===== src/rtl/ss_deser.sv =====
// Serial-to-parallel deserializer: hunts for an 8-bit sync pattern, then assembles
// FRAME_LEN words into a one-deep output buffer. Build option SS_DESER_PARITY_EN adds an even-parity bit per word.
module ss_deser #(
  parameter logic [7:0]  SYNC_WORD = 8'hA5,
  parameter int unsigned FRAME_LEN = 16
) (
  input  logic       clk,
  input  logic       reset_n,
  input  logic       din,
  input  logic       din_vld,
  output logic [7:0] word_out,
  output logic       word_vld,
  input  logic       word_rdy,
  output logic       locked,
  output logic       ovf,
  output logic       par_err
);

`ifdef SS_DESER_PARITY_EN
  localparam int unsigned BPW = 9;
`else
  localparam int unsigned BPW = 8;
`endif
  localparam int unsigned BCW = 4;
  localparam int unsigned WCW = $clog2(FRAME_LEN + 1);

  typedef enum logic {
    HUNT = 1'b0,
    DATA = 1'b1
  } state_t;

  state_t         state;
  logic [7:0]     sr;
  logic [BCW-1:0] bit_cnt;
  logic [WCW-1:0] word_cnt;
  logic [BPW-2:0] acc;

  logic [7:0]     sr_shift;
  logic [BPW-1:0] word_full;
  logic [7:0]     word_data;
  logic           word_par_err;
  logic           sync_hit;
  logic           last_bit;
  logic           word_done;
  logic           frame_end;
  logic           buf_free;

  // Shift candidates and per-edge events, all qualified by din_vld
  assign sr_shift  = {sr[6:0], din};
  assign word_full = {acc, din};
  assign word_data = word_full[BPW-1 -: 8];
  assign sync_hit  = din_vld && (state == HUNT) && (sr_shift == SYNC_WORD);
  assign last_bit  = (bit_cnt == BCW'(BPW - 1));
  assign word_done = din_vld && (state == DATA) && last_bit;
  assign frame_end = (word_cnt == WCW'(FRAME_LEN - 1));
  assign buf_free  = !word_vld || word_rdy;

`ifdef SS_DESER_PARITY_EN
  // Even parity over data plus parity bit: any odd total is an error
  assign word_par_err = ^word_full;
`else
  assign word_par_err = 1'b0;
`endif

  always_ff @(posedge clk) begin
    if (!reset_n) begin
      state    <= HUNT;
      locked   <= 1'b0;
      sr       <= 8'h00;
      bit_cnt  <= '0;
      word_cnt <= '0;
      acc      <= '0;
      word_out <= 8'h00;
      word_vld <= 1'b0;
      par_err  <= 1'b0;
      ovf      <= 1'b0;
    end else begin
      if (din_vld) begin
        case (state)
          HUNT: begin
            sr <= sr_shift;
            if (sync_hit) begin
              state    <= DATA;
              locked   <= 1'b1;
              bit_cnt  <= '0;
              word_cnt <= '0;
            end
          end
          DATA: begin
            acc <= word_full[BPW-2:0];
            if (last_bit) begin
              bit_cnt <= '0;
              if (frame_end) begin
                state    <= HUNT;
                locked   <= 1'b0;
                sr       <= 8'h00;
                word_cnt <= '0;
              end else begin
                word_cnt <= word_cnt + WCW'(1);
              end
            end else begin
              bit_cnt <= bit_cnt + BCW'(1);
            end
          end
          default: state <= HUNT;
        endcase
      end

      // One-deep output buffer: load wins over the transfer clear
      if (word_done && buf_free) begin
        word_out <= word_data;
        par_err  <= word_par_err;
        word_vld <= 1'b1;
      end else if (word_vld && word_rdy) begin
        word_vld <= 1'b0;
      end

      if (word_done && !buf_free) begin
        ovf <= 1'b1;
      end
    end
  end

endmodule


===== config.mk =====
export PLATFORM = sky130hd
export DESIGN_NAME = ss_deser
export DESIGN_NICKNAME = d
export VERILOG_FILES = /design/src/rtl/ss_deser.sv
export SDC_FILE = /design/constraint.sdc
export NUM_CORES = 1
export LEC_CHECK = 0
export CORE_UTILIZATION = 35
export CTS_BUF_LIST = sky130_fd_sc_hd__clkbuf_16
export CTS_CLUSTER_SIZE = 30
export DETAILED_ROUTE_END_ITERATION = 6
export PLACE_DENSITY = 0.51
export SETUP_SLACK_MARGIN = 0.5
export SLEW_MARGIN = 10
export SYNTH_ARGS = -nofsm -noshare
export SYNTH_HDL_FRONTEND = slang
export SYNTH_SLANG_ARGS = --single-unit

===== constraint.sdc =====
create_clock -name clk -period 1.7 [get_ports clk]
set_input_delay 0.255 -clock clk [delete_from_list [all_inputs] [get_ports clk]]
set_output_delay 0.255 -clock clk [all_outputs]
set_load 0.02 [all_outputs]

==> metrics.md, run 1 <==
| Metric | Value |
|---|---|
| Endpoints failing hold | 0 |
| Synth Cell Area | 1469 µm² |
| Fraction of layout cells with a size suffix above 1 | 0.3911 |
| Bufs and invs on worst path | 0 |
| Number of nets in the layout | 208 |
| CP delay by family, top | compound AO/OA/AOI/OAI gates |
| Grt ovf | 0 |
| Num CTS Buffers | 5 |
| CP peak stage delay | 0.37 ns |
| Critical-path top delay cell | dfxtp_4 |
| Sequential area share after synthesis | 0.4770 |
| Post-Route WL | 3529 µm |
| Most common cell after layout, fill and taps aside | dfxtp_1 |
| Crit share post-route | 0.8036 |
| Via count | 1274 |
| Worst hold margin | 0.4549 ns |
| DRT iter0 DRCs | 91 |
| Post-route ant nets | 0 |
| Worst EP arrival | 1.53 ns |
| Yosys Warn Count | 0 |
| Clock Skew | 0.007226 ns |
| Status | finished clean |
| Most frequent cells in the layout | 27 x dfxtp_1, 23 x buf_4, 22 x nand2_1 |
| Non-filler instance count after layout | 252 |
| Die Wd | 66.79 µm |
| Dpl hpwl | 2243 µm |
| Power Density | 849.5 nW/µm² |
| Synth Instances | 156 |
| # setup viols final | 0 |
| Reg2reg setup slack | 0.33 ns |
| CTS Sinks | 35 |
| Clock root cell | clkbuf_16 |
| H-tree depth | 2 |
| Synthesized flop and latch total | 35 |
| FP Rows | 23 |
| Vias in the first global route | 1237 |
| Syn avg cell area | 9.416 µm² |
| Detailed Routing Iterations Pass 1 | 4 |
| RSZ-0062 raised after global routing | yes |
| Yosys top cell area share | 0.4770 |
| Synthesized Nets | 163 |
| Starting Density | 0.3646 |
| Clock Tree Buf Depth | 2 |
| Startpoint Class | flip-flop |
| Critical path data required time | 1.87 ns |
| Max Fclk | 0.7320 GHz |
| Max-slew violations | 0 |
| Leakage | 0.8308 nW |
| CP Capture Type | flip-flop |
| First-pass GRT wire length | 5658 µm |
| DIE AREA | 4460 µm² |
| Largest net degree at the start of global routing | 17 |
| # DRC | 0 |
| Inst Count DP | 226 |
| Clk Latency, worst-skew pair | 0.28 ns |
| I/O Pins | 17 |
| Synthesis-to-finish area growth | 51.53% |
| Synth top area cells | dfxtp_1 48%, mux2i_1 6.8%, nand2_1 6.4% |
| Initial antenna violation count | 0 |
| CTS tree | done |
| Max cap viols | 0 |
| Core area | 4029 µm² |
| Hold Crit Class | in -> reg |
| Critical Path Fanout Max | 7 |
| Total GRT Usage | 0.1725 |
| Fin crit period | 1.366 ns |
| Wirelength per Cell | 14.00 µm |
| Diode count | 0 |
| Maximum vdd drop | 497.6 µV |
| Area leader, netlist | dfxtp_1 |
| Cell variety after synth | 34 |
| Kind of critical path | reg -> reg |
| Crit-path cells | ha_4 -> nand4b_1 -> o21ai_4 -> a21boi_4 -> a22o_1 |
| Port buffer count | 15 |
| Clock edge transition at the registers on the reported setup and hold paths | 0.06 ns |
| Chip Height | 66.79 µm |
| GPL Wtd Cong | 0.8662 |
| Vias per Instance | 5.056 |
power by group:
part,internal [mW],total (mW),switching [mW]
Sequential,0.819,0.821,0.00213
Clock,0.683,1.01,0.331
Combinational,0.0261,0.0560,0.0298
Total,1.53,1.89,0.363
synthesized netlist by cell type:
| master | number |
|---|---|
| a31oi_1 | 2 |
| and3_1 | 1 |
| nor3_4 | 1 |
| nor3_1 | 2 |
| inv_1 | 3 |
| nand3b_4 | 1 |
| a21boi_1 | 1 |
| o211ai_1 | 1 |
| and4bb_2 | 2 |
| a21boi_0 | 8 |
| ha_1 | 2 |
| nor3b_1 | 2 |
| nand3b_1 | 1 |
| and2_1 | 1 |
| and3b_2 | 1 |
| o31ai_1 | 1 |
| o211a_1 | 1 |
| nand2_1 | 25 |
| dfxtp_1 | 35 |
| conb_1 | 1 |
| nor2_1 | 3 |
| o22ai_1 | 1 |
| a22o_1 | 7 |
| o21ai_0 | 6 |
| o21a_1 | 1 |
| nand4b_1 | 2 |
| clkbuf_1 | 6 |
| nor2b_1 | 10 |
| buf_2 | 1 |
| nand3_1 | 9 |
| nand4_1 | 1 |
| mux2i_1 | 10 |
| a21oi_1 | 6 |
| buf_4 | 1 |
cells by family (layout without fill, tap and decap cells):
| group | Yosys count | in the layout | synth area share |
|---|---|---|---|
| flip-flops | 35 | 35 | 0.4770 |
| multiplexers | 10 | 10 | 0.06815 |
| AO/OA/AOI/OAI | 35 | 35 | 0.1636 |
| adder cells (fa/ha/maj) | 2 | 2 | 0.01703 |
| other | 1 | 1 | 0.002553 |
| AND/OR/NAND/NOR | 62 | 62 | 0.2402 |
| buffers and inverters | 11 | 57 | 0.03151 |
through the flow:
step | util | setup TNS [ns] | instance area, µm² | total power [mW] | worst slack (ns)
CTS | 0.5130 | 0 | 2067 | 1.919 | 0.3613
global placement | 0.4388 | 0 | 1768 | 0.8945 | 0.01597
detailed placement | 0.4388 | -0.001143 | 1768 | 0.8951 | -0.001143
global route | 0.5525 | 0 | 2226 | 1.952 | 0.2708
floorplan | - | 0 | 1494 | 0.8716 | 0.3236
finish | 0.5525 | 0 | 2226 | 1.891 | 0.3340
what timing repair did:
action / 4_1_cts / 5_1_grt
setup endpoints to repair: 46 / 45
cloned: 0 / 1
pin swaps: 17 / 15
hold buffers: 0 / 0
resized for setup: 49 / 42
buffers inserted: 7 / 10
worst register-to-register path: stages, from the launching register on:
cell and delay (ns):
dfxtp_4 0.37, ha_4 0.12, nand4b_1 0.24, o21ai_4 0.24
a21boi_4 0.10, a22o_1 0.19
routing by layer:
metal	share of wire	track usage	vias to the layer above
met3	0.031	0.05308	9
met1	0.46	0.2044	604
met2	0.48	0.2790	24
met5	0	0	-
li1	-	-	637
met4	0.026	0.08511	0
state kept, by name (all words and copies together), names as in the netlist:
name,flops
sr,7
word_vld,1
ovf,1
bit_cnt,4
acc,7
state,1
locked,1
word_out,8
word_cnt,5
layout make-up:
type / count / area [µm²]
Inverter: 3 / 15.01
Sequential cell: 35 / 718.2
Multi-Input combinational cell: 110 / 877.1
Tap cell: 50 / 62.56
Clock inverter: 3 / 38.79
Fill cell: 350 / 1803
Clock buffer: 5 / 125.1
Timing Repair Buffer: 46 / 389.1
worst paths after layout:
kind | start | endpoint | cells past startpoint
worst min-delay path | din | sr[0] | 3
worst min register to register | acc[6] | acc[6] | 2
worst max register to register | word_cnt[0] | sr[5] | 5
worst max-delay path | word_cnt[0] | sr[5] | 5
Power figures use the tool's default switching activity.
==> run 2: changes to the inputs <==
==> constraint.sdc (replaced) <==
create_clock -name clk -period 1.35 [get_ports clk]
set_input_delay 0.2025 -clock clk [delete_from_list [all_inputs] [get_ports clk]]
set_output_delay 0.2025 -clock clk [all_outputs]
set_load 0.02 [all_outputs]
==> run 2 against run 1 <==
Compared with the run above: worst setup slack got worse by 0.30 ns; wire length about the same; sequential share of layout area about the same; die area stayed put; critical path depth increased by 1; final cell count grew 1.2%; flip-flop and latch count is the same; global-route usage increased by 0.76 points; non-clock buffer count is 2 higher; first-iteration DRC count fell by 35%; via count is 0.16% higher; clock power up 26%; critical endpoint is now word_out[3].
==> metrics.md, run 2 (synthesis gave the netlist of run 1 again) <==
| Metric | Value |
|---|---|
| Status | finished clean |
| Clk network pwr share | 0.532 |
| Largest regs | word_out (8), acc (7), sr (7) |
| Total GRT Usage | 0.1801 |
| Max-slew violations | 0 |
| Area of the multi-input gates | 857.1 µm² |
| Max FFs per register | 8 |
| Kind of critical path | reg -> reg |
| Inst Count DP | 234 |
| DIE AREA | 4460 µm² |
| Clock Tree Buf Depth | 2 |
| Crit-path cells | ha_4 -> nand3b_4 -> nor3_4 -> buf_6 -> mux2i_2 -> nor2b_1 |
| Clock root cell | clkbuf_16 |
| Reg2reg setup slack | 0.04 ns |
| Worst Setup SP | bit_cnt[1] |
| H-tree depth | 2 |
| Critical path data required time | 1.52 ns |
| Util after Layout | 0.5571 |
| Diode count | 0 |
| Via count | 1276 |
| Hold Buf Count CTS | 0 |
| Internal Pwr Total | 1.935 mW |
| Max Fclk | 0.7608 GHz |
| Non-filler instance count after layout | 255 |
| Synthesis-to-finish area growth | 52.81% |
| Chip Height | 66.79 µm |
| Clock Skew | 0.002155 ns |
| RSZ-0062 raised after global routing | yes |
| Largest net degree at the start of global routing | 15 |
| Fraction of layout cells with a size suffix above 1 | 0.4634 |
| Core area | 4029 µm² |
| I/O Pins | 17 |
| Flop pwr share | 0.435 |
| Port buffer count | 15 |
| Post-Route WL | 3532 µm |
| Hold_sp | din |
| Grt ovf | 0 |
| Power Density | 1065 nW/µm² |
| Vias in the first global route | 1291 |
| # setup viols final | 0 |
| First-pass GRT wire length | 5858 µm |
| DRT iter0 DRCs | 59 |
| CP peak stage delay | 0.35 ns |
| Dpl cell area | 1843 µm² |
| Starting Density | 0.3646 |
| Wirelength per Cell | 13.85 µm |
| R2R Path End | word_out[3] |
| Worst EP arrival | 1.48 ns |
| CTS Sinks | 35 |
| FP Rows | 23 |
| Clock edge transition at the registers on the reported setup and hold paths | 0.05 ns |
| Vias per Instance | 5.004 |
| # DRC | 0 |
| Fillers | 376 |
| Leakage | 0.8743 nW |
| Worst r2r src | bit_cnt[1] |
| Dpl hpwl | 2395 µm |
| Crit share post-route | 0.9737 |
| Register bank with the most flops | word_out |
| Die Wd | 66.79 µm |
| Final instance area | 2245 µm² |
| CP Capture Type | flip-flop |
| Max cap viols | 0 |
| Clk Latency, worst-skew pair | 0.28 ns |
| Critical-path top delay cell | dfxtp_2 |
| P_sw | 455.8 µW |
| Most common cell after layout, fill and taps aside | buf_4 |
| Initial antenna violation count | 0 |
| Most frequent cells in the layout | 29 x buf_4, 23 x nand2_1, 18 x dfxtp_2 |
| Startpoint Class | flip-flop |
| Num CTS Buffers | 5 |
| Critical Path Fanout Max | 5 |
| Detailed Routing Iterations Pass 1 | 4 |
| Seq. cell area | 723.2 µm² |
| CTS tree | done |
| Crit path to | word_out[3] |
| Fin crit period | 1.314 ns |
| Hold Crit Class | in -> reg |
| Net Sw Frac | 0.1907 |
| Setup TNS | 0 ns |
| Comb power frac | 0.033 |
| Number of nets in the layout | 211 |
| Worst R2R Path Depth | 6 |
| Endpoints failing hold | 0 |
| Maximum vdd drop | 514.5 µV |
| Post-route ant nets | 0 |
| GPL Wtd Cong | 0.7768 |
## run 2: cell count changes in the layout (fill, tap and decap cells not counted), moves of 3 or more
| cell | before | now |
|---|---|---|
| buf_4 | 23 | 29 |
| buf_6 | 8 | 15 |
| clkbuf_2 | 4 | 0 |
| clkdlybuf4s15_1 | 6 | 0 |
| dfxtp_1 | 27 | 17 |
| dfxtp_2 | 5 | 18 |
| dfxtp_4 | 3 | 0 |
## run 2: worst min-delay path by stage
stage / depth (start not counted) / endpoint / slack, ns
CTS: 3 / sr[0] / 0.41
global route: 3 / sr[0] / 0.45
finish: 3 / sr[0] / 0.41
global placement: 2 / word_cnt[4] / 0.42
detailed placement: 2 / word_cnt[4] / 0.42
floorplan: 1 / bit_cnt[3] / 0.31
## run 2: power by group through the flow
stage	sequential (mW)	combinational, mW	clock [mW]
3_5_place_dp	1.06	0.0739	0
2_1_floorplan	1.06	0.0387	0
3_3_place_gp	1.06	0.0728	0
4_1_cts	1.04	0.0769	1.29
5_1_grt	1.04	0.0852	1.32
6_report	1.04	0.0788	1.27
## run 2: what timing repair did
item	4_1_cts	5_1_grt
setup buffers	8	4
gates resized for setup	104	10
setup endpoints to repair	46	46
gates cloned	1	0
pin swaps	10	8
## run 2: stage by stage
stage	total power [mW]	hold WS (ns)	setup slack (ns)
2_1_floorplan	1.100	0.3101	-0.02641
5_1_grt	2.447	0.4525	-0.05467
4_1_cts	2.404	0.4103	0.02578
3_5_place_dp	1.135	0.4209	-0.2873
6_report	2.391	0.4122	0.03552
3_3_place_gp	1.134	0.4181	-0.2572
## run 2: layer usage
layer	routed length, µm	up-vias	GRT usage
met1	1706	605	0.2223
met2	1665	19	0.2955
li1	-	645	-
met3	96	7	0.04110
met4	64	0	0.07979
met5	0	-	0
## run 2: final cells by class
type / count / area share
Timing Repair Buffer: 48 / 0.1890
Clock buffer: 5 / 0.05574
Inverter: 3 / 0.006132
Multi-Input combinational cell: 111 / 0.3818
Sequential cell: 35 / 0.3222
Clock inverter: 3 / 0.01728
Tap cell: 50 / 0.02787
## run 2: worst max-delay path: cells and delay by family (launching register included)
family                     cells  cell delay, ns
muxes                          1            0.20
adders and majority gates      1            0.16
and+or+nand+nor                3            0.35
buffers and inverters          1            0.16
DFF                            1            0.35
